<file path="src/rtl/multicycle_controller.sv">
// Control FSM for the multicycle RV32I-subset core.
// Sequences the shared ALU and datapath: decodes the latched instruction fields,
// drives the ALU operand selects and ALUControl, and gates PC/IR/memory/regfile writes.
//
// Ports:
//   clk        - system clock, rising edge
//   reset      - asynchronous active-low reset
//   op         - instr[6:0] from IR
//   funct3     - instr[14:12]
//   funct7b5   - instr[30]
//   Zero       - ALU zero flag (resolves BEQ in the same cycle)
//   PCWrite    - PC load enable
//   AdrSrc     - memory address select: 0=PC, 1=ALUOut
//   MemWrite   - data memory write enable
//   IRWrite    - IR/OldPC load enable
//   RegWrite   - register file write enable
//   ResultSrc  - result select: 00=ALUOut, 01=Data, 10=ALUResult
//   ALUSrcA    - operand A select: 00=PC, 01=OldPC, 10=rs1
//   ALUSrcB    - operand B select: 00=rs2, 01=imm, 10=constant 4
//   ALUControl - 000 add, 001 sub, 010 and, 011 or, 101 slt
//   Illegal    - one-cycle pulse when an unsupported opcode is decoded
//   state      - current state, for debug
module multicycle_controller #(
   parameter int unsigned STATE_W = 4
) (
   input  logic               clk,
   input  logic               reset,
   input  logic [6:0]         op,
   input  logic [2:0]         funct3,
   input  logic               funct7b5,
   input  logic               Zero,
   output logic               PCWrite,
   output logic               AdrSrc,
   output logic               MemWrite,
   output logic               IRWrite,
   output logic               RegWrite,
   output logic [1:0]         ResultSrc,
   output logic [1:0]         ALUSrcA,
   output logic [1:0]         ALUSrcB,
   output logic [2:0]         ALUControl,
   output logic               Illegal,
   output logic [STATE_W-1:0] state
);

   typedef enum logic [STATE_W-1:0] {
      StFetch,
      StDecode,
      StMemAdr,
      StMemRead,
      StMemWb,
      StMemWrite,
      StExecuteR,
      StExecuteI,
      StAluWb,
      StBeq,
      StJal
   } state_e;

   localparam logic [6:0] OpLoad   = 7'b0000011;
   localparam logic [6:0] OpStore  = 7'b0100011;
   localparam logic [6:0] OpRType  = 7'b0110011;
   localparam logic [6:0] OpIType  = 7'b0010011;
   localparam logic [6:0] OpBranch = 7'b1100011;
   localparam logic [6:0] OpJal    = 7'b1101111;

   state_e     state_q, state_d;
   logic [1:0] alu_op;
   logic       pc_update;
   logic       branch;
   logic [2:0] alu_dec;

   always_ff @(posedge clk or negedge reset) begin
      if (!reset) begin
         state_q <= StFetch;
      end else begin
         state_q <= state_d;
      end
   end

   // ALU decoder; only R-type with funct7b5 set selects sub (addi is never sub).
   always_comb begin
      alu_dec = 3'b000;
      unique case (alu_op)
         2'b00: alu_dec = 3'b000;
         2'b01: alu_dec = 3'b001;
         2'b10: begin
            unique case (funct3)
               3'b000:  alu_dec = (op[5] & funct7b5) ? 3'b001 : 3'b000;
               3'b010:  alu_dec = 3'b101;
               3'b110:  alu_dec = 3'b011;
               3'b111:  alu_dec = 3'b010;
               default: alu_dec = 3'b000;
            endcase
         end
         default: alu_dec = 3'b000;
      endcase
   end

   always_comb begin
      state_d   = StFetch;
      alu_op    = 2'b00;
      pc_update = 1'b0;
      branch    = 1'b0;
      AdrSrc    = 1'b0;
      MemWrite  = 1'b0;
      IRWrite   = 1'b0;
      RegWrite  = 1'b0;
      ResultSrc = 2'b00;
      ALUSrcA   = 2'b00;
      ALUSrcB   = 2'b00;
      Illegal   = 1'b0;

      unique case (state_q)
         StFetch: begin
            IRWrite   = 1'b1;
            ALUSrcB   = 2'b10;
            ResultSrc = 2'b10;
            pc_update = 1'b1;
            state_d   = StDecode;
         end
         StDecode: begin
            // Branch target is precomputed into ALUOut here.
            ALUSrcA = 2'b01;
            ALUSrcB = 2'b01;
            unique case (op)
               OpLoad, OpStore: state_d = StMemAdr;
               OpRType:         state_d = StExecuteR;
               OpIType:         state_d = StExecuteI;
               OpBranch:        state_d = StBeq;
               OpJal:           state_d = StJal;
               default: begin
                  state_d = StFetch;
                  Illegal = 1'b1;
               end
            endcase
         end
         StMemAdr: begin
            ALUSrcA = 2'b10;
            ALUSrcB = 2'b01;
            // op[5] distinguishes sw from lw.
            state_d = op[5] ? StMemWrite : StMemRead;
         end
         StMemRead: begin
            AdrSrc  = 1'b1;
            state_d = StMemWb;
         end
         StMemWb: begin
            ResultSrc = 2'b01;
            RegWrite  = 1'b1;
            state_d   = StFetch;
         end
         StMemWrite: begin
            AdrSrc   = 1'b1;
            MemWrite = 1'b1;
            state_d  = StFetch;
         end
         StExecuteR: begin
            ALUSrcA = 2'b10;
            alu_op  = 2'b10;
            state_d = StAluWb;
         end
         StExecuteI: begin
            ALUSrcA = 2'b10;
            ALUSrcB = 2'b01;
            alu_op  = 2'b10;
            state_d = StAluWb;
         end
         StAluWb: begin
            RegWrite = 1'b1;
            state_d  = StFetch;
         end
         StBeq: begin
            ALUSrcA = 2'b10;
            alu_op  = 2'b01;
            branch  = 1'b1;
            state_d = StFetch;
         end
         StJal: begin
            ALUSrcA   = 2'b01;
            ALUSrcB   = 2'b10;
            pc_update = 1'b1;
            state_d   = StAluWb;
         end
         default: state_d = StFetch;
      endcase

      ALUControl = alu_dec;
      PCWrite    = pc_update | (branch & Zero);

      // Mask every output while reset is held so no enable leaks on the next edge.
      if (!reset) begin
         PCWrite    = 1'b0;
         AdrSrc     = 1'b0;
         MemWrite   = 1'b0;
         IRWrite    = 1'b0;
         RegWrite   = 1'b0;
         ResultSrc  = 2'b00;
         ALUSrcA    = 2'b00;
         ALUSrcB    = 2'b00;
         ALUControl = 3'b000;
         Illegal    = 1'b0;
      end
   end

   assign state = reset ? state_q : StFetch;

endmodule

</file>
<file path="config.mk">
export PLATFORM = sky130hd
export DESIGN_NAME = multicycle_controller
export DESIGN_NICKNAME = d
export VERILOG_FILES = /design/src/rtl/multicycle_controller.sv
export SDC_FILE = /design/constraint.sdc
export NUM_CORES = 1
export LEC_CHECK = 0
export CAP_MARGIN = 20
export CORE_MARGIN = 2
export CORE_UTILIZATION = 30
export DETAILED_ROUTE_END_ITERATION = 8
export HOLD_SLACK_MARGIN = 0.02
export PLACE_DENSITY = 0.61
export SLEW_MARGIN = 20
export SYNTH_ARGS = -nofsm -noshare
export SYNTH_HDL_FRONTEND = slang
export SYNTH_SLANG_ARGS = --single-unit
</file>
<file path="constraint.sdc">
create_clock -name clk -period 2.4 [get_ports clk]
set_clock_uncertainty 0.15 [all_clocks]
set_input_delay 0.48 -clock clk [delete_from_list [all_inputs] [get_ports clk]]
set_output_delay 0.48 -clock clk [all_outputs]
set_load 0.05 [all_outputs]
</file>
==> flow_summary_export.csv, run 1 <==
group,metric,value,unit
final_layout,largest_reg_flops,4,
route,firstDrtPassIters,4,
status,outcome,"complete, no violations",
setup_path,criticalPathCategory,"reg2out",
clocking,cts.root.buffer_cell,"clkbuf_4",
power_and_ir_drop,powerDensity,561.9,nW/µm²
setup_path,r2r_end,"state_q[0]",
die,start_util,0.3182,
sta,tightest_slew,0.2657,ns
grt,grt_antenna_before_repair,0,
sta,min_period_over_period,0.9912,
clocking,clk_latency,0.23,ns
sta,clock.fmax,420.4,MHz
synthesis,synth_fp_nets,99,
die,ios,33,
clocking,clk_pin_slew_worst_paths,0.04,ns
route,initialDrtViolationCount,5,
final_layout,top_regs,"state_q x4",
die,coreArea,1962,µm²
route,route.detailed.drc,0,
synthesis,synthCells,83,
clocking,cts-buffers-inserted,3,
setup_path,timing.rr.start,"state_q[3]",
setup_path,r2r_cells,4,
final_layout,drive_gt1_frac,0.4341,
clocking,cts_sinks,4,
synthesis,avgSynthCellArea,7.522,µm²
route,wl_per_cell,11.81,µm
grt,grt_max_degree,21,
final_layout,nNetsFinal,147,
power_and_ir_drop,total_power,775.4,µW
die,die-height,49.62,µm
sta,finalMaxSlewViolations,0,
final_layout,regMostFlops,"state_q",
die,die_x,49.62,µm
route,vias,772,
grt,grt_pass1_wl,3132,µm
route,antenna_left,0,
sta,period_minus_slack,2.379,ns
setup_path,critPathMaxStageDelay,0.39,ns
sta,hold_viol_final,0,
setup_path,cp.required,1.77,ns
setup_path,cp-start-kind,"register",
placed_design,place.gp.congestion,0.7508,
synthesis,synth_seq_cells,4,
placed_design,hpwl,1421,µm
power_and_ir_drop,p_leak,0.6234,nW
final_layout,area_delta_synth_final,121.0,%
hold_path,hp-class,"in2async",
grt,gr-total-overflow,0,
clocking,cts_max_level,1,
setup_path,path_max_fanout,3,
placed_design,io_buffers,32,
setup_path,crit_arrival,1.75,ns
route,viasPerCell,4.949,
synthesis,synth_edf_count,0,
synthesis,async_flop_share,1.000,
synthesis,synth_cell_types,37,
grt,grt_pass1_vias,721,
route,wirelength,1843,µm
synthesis,syn_area,624.3,µm²
final_layout,diodes,0,
setup_path,cp-end-kind,"output port",
sta,rsz0062_at_grt,"yes",
grt,grt_usage,0.1608,
synthesis,synth-main-ff-cell,"dfrtp_1",
sta,setup_viol,0,
sta,slew_headroom,0.8225,
setup_path,crit_chain,"nor2b_2 > nand3b_1 > ha_4 > nand4bb_1 > o21ai_2 > buf_12",
setup_path,rrSetupSlack,0.69,ns
setup_path,cp_slowest_cell,"dfrtp_1",
sta,holdWs,0.4261,ns
clocking,clock_tree.buffer_depth,2,
clocking,cts_tree,"built",
flow_run,cap_violations,0,
synthesis,synth_seq_area_share,0.1603,
synthesis,synthesis.yosys.warnings,0,
die,die_area,2462,µm²
power_and_ir_drop,max-vdd-ir-drop,0.4945,mV
die,row_count,16,
[how the worst max path moves through the flow]
stage / from / to / slack [ns] / cells past startpoint
final: state_q[2] / ALUControl[0] / 0.02 / 6
after global routing: state_q[2] / ALUControl[0] / -0.06 / 6
after CTS: op[4] / Illegal / 0.007 / 6
after detailed placement: op[4] / Illegal / -0.12 / 6
after global placement: op[4] / Illegal / -0.07 / 6
after floorplan: state_q[1] / ALUControl[0] / -0.04 / 5
[report_power, final]
group / internal [mW] / switching [mW] / total [mW]
Clock: 0.0558 / 0.0259 / 0.0817
Sequential: 0.0781 / 0.00698 / 0.0851
Combinational: 0.289 / 0.320 / 0.609
[per-layer routing]
| metal | GRT usage | part of all wire |
|---|---|---|
| met1 | 0.1850 | 0.43 |
| met4 | 0.05556 | 0.0054 |
| met5 | 0 | 0 |
| met2 | 0.2800 | 0.52 |
| met3 | 0.04848 | 0.048 |
[cell usage after synthesis, types with 2 or more instances]
cell | number | area [µm²]
a21oi_1 | 5 | 25.02
a31oi_1 | 2 | 12.51
and2_1 | 6 | 37.54
and3_1 | 2 | 12.51
and4_1 | 2 | 17.52
buf_6 | 2 | 22.52
clkbuf_1 | 3 | 11.26
dfrtp_1 | 4 | 100.1
ha_1 | 2 | 25.02
inv_1 | 3 | 11.26
nand2_1 | 4 | 15.01
nand2b_1 | 3 | 18.77
nand3_1 | 2 | 10.01
nand3b_1 | 3 | 22.52
nand4b_1 | 2 | 17.52
nor2_1 | 5 | 18.77
nor2b_1 | 3 | 18.77
nor3_1 | 4 | 20.02
nor3b_1 | 3 | 22.52
o21ai_0 | 3 | 15.01
xnor2_1 | 2 | 17.52
xor2_1 | 3 | 26.28
[critical path, delay by kind of cell (launching register included)]
kind / cells / cell delay (ns)
AOI/OAI and AO/OA: 1 / 0.18
adders and majority gates: 1 / 0.27
buffers and inverters: 1 / 0.15
DFF: 1 / 0.39
and+or+nand+nor: 3 / 0.52
[layout make-up]
class                   count  area, µm²
fillers                   168      581.8
clock buffers               3      22.52
inverters                   3      11.26
flip-flops and latches      4      101.3
repair buffers             50      669.4
multi-input cells          69      541.8
well taps                  27      33.78
[stage by stage]
stage / cells / worst slack, ns / area (µm²) / util / setup TNS [ns]
floorplan: 83 / -0.03514 / 666.9 / - / -0.03514
global placement: 151 / -0.07468 / 1286 / 0.6556 / -0.07468
detailed placement: 151 / -0.1163 / 1286 / 0.6556 / -0.1163
CTS: 156 / 0.007015 / 1353 / 0.6894 / 0
global route: 156 / -0.06260 / 1380 / 0.7034 / -0.06260
finish: 156 / 0.02115 / 1380 / 0.7034 / 0
[cells in the final DEF, fill, tap and decap left out, drive strengths merged, types with 4 or more instances in the layout]
cell type      Yosys  final
a21oi              5      5
and2               6      6
buf                4     37
clkdlybuf4s50      0      8
dfrtp              4      4
dlymetal6s2s       0      5
nand2              4      4
nor2               5      5
nor3               4      4
[logic make-up (layout without fill, tap and decap cells)]
family / Yosys count / in the layout / synth area share
AO/OA/AOI/OAI: 15 / 15 / 0.1563
XOR/XNOR: 5 / 5 / 0.07015
adder cells (fa/ha/maj): 2 / 2 / 0.04007
buffers and inverters: 10 / 56 / 0.09017
flip-flops: 4 / 4 / 0.1603
multiplexers: 1 / 1 / 0.01603
AND/OR/NAND/NOR: 46 / 46 / 0.4670
[timing repair]
action	in CTS	in global routing
setup endpoints to repair	2	4
pin swaps	4	3
gates cloned	0	0
buffers inserted	2	0
hold endpoints to repair	0	0
gates resized for setup	7	10
hold buffers	0	0
No activity file was read; power rests on OpenSTA's default activity.
==> inputs of run 2 (changes only) <==
Settings changed: PLACE_DENSITY 0.61 to 0.66, TNS_END_PERCENT set to 50.
Clock period 2.4 ns to 2.05 ns, I/O delays scaled along.
==> run 2 against run 1 <==
The flow now finishes with violations (setup timing). Sequential power increased by 20%. Register-to-register slack got worse by 0.60 ns. Global-route usage increased by 4.8 points. Clock power increased by 22%. Worst setup slack got worse by 0.28 ns. Combinational power increased by 41%. Clock-buffer cell count unchanged. Critical path depth unchanged. Critical path type unchanged. Highest routed layer unchanged.
==> flow_summary_export.csv, run 2 (synthesis gave the netlist of run 1 again) <==
group,metric,value,unit
clocking,cts_max_level,1,
final_layout,drive_gt1_frac,0.5612,
die,start_util,0.3182,
setup_path,cp-start-kind,"register",
setup_path,timing.rr.start,"state_q[2]",
final_layout,area_delta_synth_final,147.7,%
final_layout,regMostFlops,"state_q",
route,firstDrtPassIters,4,
clocking,clk_pin_slew_worst_paths,0.04,ns
sta,fin_ws,-0.2545,ns
clocking,clk_latency,0.24,ns
setup_path,crit_arrival,1.74,ns
setup_path,cp.required,1.49,ns
placed_design,place.gp.congestion,0.8980,
grt,grt_antenna_before_repair,0,
placed_design,io_buffers,32,
status,violations,"setup timing",
clocking,clock_tree.buffer_depth,2,
setup_path,critPathMaxStageDelay,0.42,ns
die,die-height,49.62,µm
setup_path,cp-startpoint,"state_q[2]",
grt,grt_pass1_vias,882,
power_and_ir_drop,total_power,1.060,mW
die,die_x,49.62,µm
final_layout,fillers,121,
route,antenna_left,0,
setup_path,cp_slowest_cell,"dfrtp_1",
final_layout,final_cell_mix,"buf_4, buf_12, buf_6",
setup_path,path_buf_inv,1,
final_layout,nNetsFinal,157,
clocking,cts_sinks,4,
power_and_ir_drop,powerDensity,685.1,nW/µm²
setup_path,crit_chain,"nor2b_2 > nand3b_1 > ha_4 > nand4bb_1 > o21ai_2 > buf_12",
setup_path,cp-end-kind,"output port",
setup_path,cp_top_family,"simple AND/OR/NAND/NOR gates",
power_and_ir_drop,p_leak,0.6882,nW
flow_run,cap_violations,0,
sta,hold_viol_final,0,
die,ios,33,
grt,gr-total-overflow,0,
sta,slew_headroom,0.8141,
status,outcome,"finished, violations left",
sta,rsz0062_at_grt,"yes",
final_layout,largest_reg_flops,4,
final_layout,final_area,1546,µm²
die,coreArea,1962,µm²
sta,setup_viol,8,
final_layout,layout_commonest_cell,"buf_4",
route,vias,863,
final_layout,diodes,0,
route,viasPerCell,5.199,
sta,min_period_over_period,1.124,
route,wl_per_cell,15.71,µm
sta,tightest_slew,0.2784,ns
clocking,cts-buffers-inserted,3,
route,route.detailed.drc,0,
clocking,cts_tree,"built",
clocking,cts.root.buffer_cell,"clkbuf_4",
setup_path,criticalPathCategory,"reg2out",
placed_design,placed_cell_area,1356,µm²
grt,grt_usage,0.2088,
power_and_ir_drop,max-vdd-ir-drop,0.4830,mV
sta,fin_tns_setup,-1.002,ns
grt,grt_pass1_wl,3988,µm
route,wirelength,2608,µm
placed_design,hpwl,1748,µm
die,row_count,16,
die,die_area,2462,µm²
grt,grt_max_degree,15,
hold_path,hp-class,"in2async",
setup_path,path_max_fanout,4,
sta,period_minus_slack,2.304,ns
sta,clock.fmax,433.9,MHz
final_layout,top_regs,"state_q x4",
sta,finalMaxSlewViolations,0,
route,initialDrtViolationCount,44,
==> run 2: cell count changes in the layout (fill, tap and decap cells not counted), moves of 2 or more <==
| cell | before | now |
|---|---|---|
| a21oi_2 | 0 | 2 |
| buf_4 | 15 | 20 |
| clkdlybuf4s50_1 | 8 | 5 |
| nor2b_4 | 0 | 2 |
| a21oi_1 | 5 | 3 |
| buf_6 | 3 | 9 |
| dlygate4sd2_1 | 0 | 3 |
==> run 2: report_power, final <==
group	switching, mW	total [mW]	internal (mW)
sequential	0.0111	0.102	0.0914
clock	0.0342	0.0998	0.0656
combinational	0.439	0.857	0.418
==> run 2: cell type report <==
| cell class | count | area (µm²) | area share |
|---|---|---|---|
| Tap cell | 27 | 33.78 | 0.02184 |
| Timing Repair Buffer | 60 | 748.2 | 0.4838 |
| Sequential cell | 4 | 101.3 | 0.06553 |
| Multi-Input combinational cell | 69 | 629.4 | 0.4070 |
| Clock buffer | 3 | 22.52 | 0.01456 |
| Inverter | 3 | 11.26 | 0.007282 |
==> run 2: worst paths after layout <==
| path | end | slack (ns) | cells after the start |
|---|---|---|---|
| worst min register to register | state_q[0] | 0.58 | 2 |
| worst max register to register | state_q[0] | 0.09 | 6 |
| max in group asynchronous | state_q[3] | 1.41 | 3 |
| worst max-delay path | ALUControl[0] | -0.25 | 6 |
| worst min-delay path | state_q[1] | 0.21 | 3 |
| min in group clk | state_q[2] | 0.46 | 4 |
==> run 2: metrics by stage <==
step	hold WS, ns	util	setup WS, ns	instances
5_1_grt	0.2359	0.7883	-0.3350	166
4_1_cts	0.2096	0.7449	-0.2653	166
3_3_place_gp	0.5085	0.6913	-0.3734	160
2_1_floorplan	-0.03559	-	-0.3635	83
3_5_place_dp	0.5487	0.6913	-0.4390	160
6_report	0.2129	0.7883	-0.2545	166
==> run 2: worst reg2reg max path, stage by stage (launching register included) <==
cell and delay [ns]:
dfrtp_1 0.42, buf_4 0.16, buf_6 0.11, or2_4 0.26, buf_4 0.16, or4_4 0.48
o22ai_2 0.13
==> run 2: per-layer routing <==
metal | global-route usage | share of wire | vias to the layer above
met1 | 0.2286 | 0.42 | 404
met2 | 0.3933 | 0.50 | 40
li1 | - | - | 413
met4 | 0.08796 | 0.025 | 0
met5 | 0 | 0 | -
met3 | 0.03030 | 0.054 | 6
==> run 2: repair_timing <==
action,in CTS,in global routing
setup buffers,3,3
gates resized for setup,22,21
setup endpoints to repair,13,13
pin swaps,10,9
hold buffers,0,0
